`src/rtl/bin_to_gray.sv`:
```
// Binary-to-Gray converter with a single registered output stage and a zero-latency combinational tap.
// Optional macro BIN2GRAY_SELFCHECK_EN adds a decode-and-compare integrity check on check_err.
module bin_to_gray #(
  parameter int DATA_WIDTH = 8
) (
  input  logic                  clk,
  input  logic                  rst_n,
  input  logic [DATA_WIDTH-1:0] binary_in,
  input  logic                  in_valid,
  output logic [DATA_WIDTH-1:0] gray_out,
  output logic                  out_valid,
  output logic [DATA_WIDTH-1:0] gray_comb
`ifdef BIN2GRAY_SELFCHECK_EN
  ,
  output logic                  check_err
`endif
);

  logic [DATA_WIDTH-1:0] w_gray;
  logic [DATA_WIDTH-1:0] r_gray;
  logic                  r_valid;

  assign w_gray    = binary_in ^ (binary_in >> 1);
  assign gray_comb = w_gray;

  // Capture only on valid, so X on binary_in while idle never reaches r_gray
  always_ff @(posedge clk or negedge rst_n) begin
    if (!rst_n) begin
      r_gray  <= '0;
      r_valid <= 1'b0;
    end else begin
      r_valid <= in_valid;
      if (in_valid) begin
        r_gray <= w_gray;
      end
    end
  end

  assign gray_out  = r_gray;
  assign out_valid = r_valid;

`ifdef BIN2GRAY_SELFCHECK_EN
  logic [DATA_WIDTH-1:0] r_bin_shadow;
  logic [DATA_WIDTH-1:0] w_dec;
  logic                  r_check_err;

  // Decoded bit i is the XOR of all Gray bits from i up to the MSB
  always_comb begin
    w_dec = '0;
    for (int i = 0; i < DATA_WIDTH; i++) begin
      w_dec[i] = ^(r_gray >> i);
    end
  end

  always_ff @(posedge clk or negedge rst_n) begin
    if (!rst_n) begin
      r_bin_shadow <= '0;
      r_check_err  <= 1'b0;
    end else begin
      if (in_valid) begin
        r_bin_shadow <= binary_in;
      end
      r_check_err <= r_valid && (w_dec != r_bin_shadow);
    end
  end

  assign check_err = r_check_err;
`endif

endmodule

```
`config.mk`:
```
export PLATFORM = sky130hd
export DESIGN_NAME = bin_to_gray
export DESIGN_NICKNAME = d
export VERILOG_FILES = /design/src/rtl/bin_to_gray.sv
export SDC_FILE = /design/constraint.sdc
export NUM_CORES = 1
export LEC_CHECK = 0
export CORE_AREA = 2 2 39 41
export CTS_CLUSTER_DIAMETER = 60
export CTS_CLUSTER_SIZE = 28
export DETAILED_ROUTE_END_ITERATION = 7
export DIE_AREA = 0 0 41 43
export PLACE_DENSITY = 0.7
export SKIP_LAST_GASP = 1
export SYNTH_ARGS = -nofsm -noshare
export SYNTH_HDL_FRONTEND = slang
export SYNTH_SLANG_ARGS = --single-unit
```
`constraint.sdc`:
```
create_clock -name clk -period 1.9 [get_ports clk]
set_clock_uncertainty 0.2 [all_clocks]
set_input_delay 0.57 -clock clk [delete_from_list [all_inputs] [get_ports clk]]
set_output_delay 0.57 -clock clk [all_outputs]
set_load 0.02 [all_outputs]
```
* Word-level counts from Yosys, hierarchy flattened *
Index checks and enable logic that the tools add are counted.

operators by class
  bitwise operators = 1

operators by type and width
  cell                number
  XOR 8 x 7 -> 8 bit  1

word-level totals
  bits in registers = 9
  output and inout bits = 17
  word-level logic and storage cells = 3

* Longest topological paths before layout *
  word-level depth = 1
  depth in mapped cells = 2
  mapped depth without buffers = 2

* Worst setup path after synthesis *
No wires, ideal clock.

  path kind = input-to-output
  from = input binary_in[1]
  to = output gray_comb[0]
  arrival = 948 ps
  required time = 1130 ps
  path slack = 182 ps
  stages = 1
  cells stage by stage = xor2_1

on the way
  word-level cells in the longest chain between the ends = 1

RTL lines
  what                line  RTL
  start, declared     8     input logic [DATA_WIDTH-1:0] binary_in,
  XOR 8 x 7 -> 8 bit  23    assign w_gray = binary_in ^ (binary_in >> 1);
  end, declared       12    output logic [DATA_WIDTH-1:0] gray_comb

Every way passes these cells.

* Worst setup path in the final report *
  from = input binary_in[7]
  to = output gray_comb[6]

Same word-level chain as after synthesis.

==> impl_metrics.ini <==
[finish]
area_delta_synth_final_pct = 84.2
nFillCells = 139
drive_gt1_share_pct = 58.7
final_nets = 75
antennaDiodeCount = 0

[pwr]
p_per_area_nw_per_um2 = 796
p_leak_uw = 0.000354
ir_worst_vdd_mv = 0.366

[detailed_routing]
wl_um = 929
drt_drc_violations_left = 0
ant_nets = 0
drt_iter0_drc = 0
first_pass_iters = 1
vias = 350
wl_per_cell_um = 11.8
viasPerCell = 4.43

[hold_path]
min_from = gray_out[7]$_DFFE_PN0P_
min_path_type = reg2reg
hold_end = gray_out[7]$_DFFE_PN0P_
hold_depth = 1

[placed_design]
dp_hpwl_um = 657
dp_slack_ns = -0.805
place.gp.congestion = 0.621
portBuffers = 27

[clock_tree]
clk_transition_reported_paths_ns = 0.06
cts_hold_buf = 0
clock_tree.buffer_depth = 2
cts_tree = built
cts-root-buf = clkbuf_4
clk_latency_ns = 0.25
clkSinkCount = 9
ctsHtreeMaxLevel = 1
cts_buffers = 3

[run]
max_cap_violations = 0

[critical_path]
crit_required_ns = 1.13
worst-setup-path-type = in2out
crit_start = binary_in[7]
reg2reg_slack_ns = 0.95
worstPathMaxFanout = 3
rr_startpoint = gray_out[0]$_DFFE_PN0P_
start_kind = input port
reg2regPathDepth = 1
cp-end-kind = primary output
reg2reg_to = gray_out[0]$_DFFE_PN0P_
arrival_ns = 1.12

[global_route]
antenna_found_initial = 0
gr-total-overflow = 0
grt_pass1_vias = 323
grt_use_total_pct = 11.7
grt_pass1_wl_mm = 1.32
grt_max_degree = 10

[sta]
min_period_ns = 1.89
fin_ws_ns = 0.00600
worst_hold_slack_ns = 0.302
rsz0062_at_grt = yes
setup_viol_count_final = 0
slew_violations = 0
slew_headroom_pct = 72.4
tightest_slew_ns = 0.412
timing.fmax_mhz = 528
hold_viol = 0
timing.final.crit_share_pct = 99.7

[floorplanning]
initial_core_util_pct = 28.6
coreArea_um2 = 1380
fp.dieH_um = 43
die_area_um2 = 1760
pin_count = 28
die_w_um = 41
rows = 14

[synthesis]
ys_ff_latch = 9
ys_types = 5
synth_area_um2 = 395
synth_nets = 37
syn_area_per_cell_um2 = 15.2
yosysSeqAreaShare_pct = 57.0
yosysWarningCount = 0
synth_cells = 26

[outcome]
status = completed
-- metal layers --
metal / vias to the layer above / GRT usage (%) / wire length (um)
met5: - / 0 / 0
met4: 0 / 8.00 / 0
met3: 0 / 4.19 / 150
met2: 27 / 15.9 / 429
met1: 168 / 14.7 / 350
li1: 155 / - / -
-- timing repair --
| item | CTS | global route |
|---|---|---|
| setup buffers | 5 | 0 |
| endpoints found under the hold margin | 0 | 0 |
| endpoints found under the setup margin | 17 | 8 |
| resized for setup | 68 | 11 |
| gates cloned | 0 | 0 |
| pin swaps | 6 | 3 |
-- state kept, by name, indices dropped and copies added (netlist names) --
signal,count
out_valid,1
gray_out,8
-- per-stage QoR --
stage          cells  util [%]  TNS, ns  area (um2)  power, uW
2_1_floorplan     26         -        0         395        329
3_3_place_gp      70      49.8    -6.10         689        452
3_5_place_dp      70      49.8    -6.11         689        452
4_1_cts           79      52.3  -0.0119         723        583
5_1_grt           79      52.6  -0.0585         728        620
6_report          79      52.6        0         728        579
-- worst max path at each step --
stage / end / slack, ns / cells after the start
after global placement: gray_comb[3] / -0.82 / 3
after floorplan: gray_comb[0] / 0.18 / 1
final: gray_comb[6] / 0.006 / 3
after CTS: gray_comb[2] / -0.01 / 3
after global routing: gray_comb[7] / -0.03 / 2
after detailed placement: gray_comb[2] / -0.80 / 3
-- layout by cell type, fill, tap and decap left out --
cell and n:
xor2_1 3, clkbuf_1 1, clkbuf_4 3, clkdlybuf4s15_2 1, buf_4 14, buf_6 1
dlygate4sd2_1 10, clkdlybuf4s50_1 2, buf_2 6, dfrtp_1 9, clkdlybuf4s15_1 1, xor2_2 4
mux2_2 8
-- synth_stat cells, drive strengths merged --
library cell | instances | area (um2)
buf | 2 | 18.8
dfrtp | 9 | 225
mux2 | 8 | 90.1
xor2 | 7 | 61.3
-- worst max-delay path: stages --
cell and delay, ns:
clkdlybuf4s15_2 0.21, xor2_2 0.18, buf_4 0.16
-- cells by family (layout without fill, tap and decap cells) --
logic type | after synthesis | after routing | share of synthesized area [%]
flops | 9 | 9 | 57.0
mux | 8 | 8 | 22.8
xor+xnor | 7 | 7 | 15.5
buf+inv | 2 | 39 | 4.75
-- power breakdown --
group | total [uW] | leakage (uW) | switching (uW) | internal [uW]
sequential | 229 | 0.000105 | 11.7 | 217
combinational | 209 | 0.000234 | 106 | 103
clock | 142 | 0.0000150 | 61.2 | 80.6
-- area by class of cell --
| class | instances | area (um2) | area share (%) |
|---|---|---|---|
| sequential | 9 | 225 | 30.9 |
| multi-input combinational | 15 | 181 | 24.9 |
| timing repair buffer | 35 | 275 | 37.8 |
| tap | 16 | 20.0 | 2.75 |
| clock buffer | 4 | 26.3 | 3.61 |
Note: power is estimated with default switching activity, not from simulation.
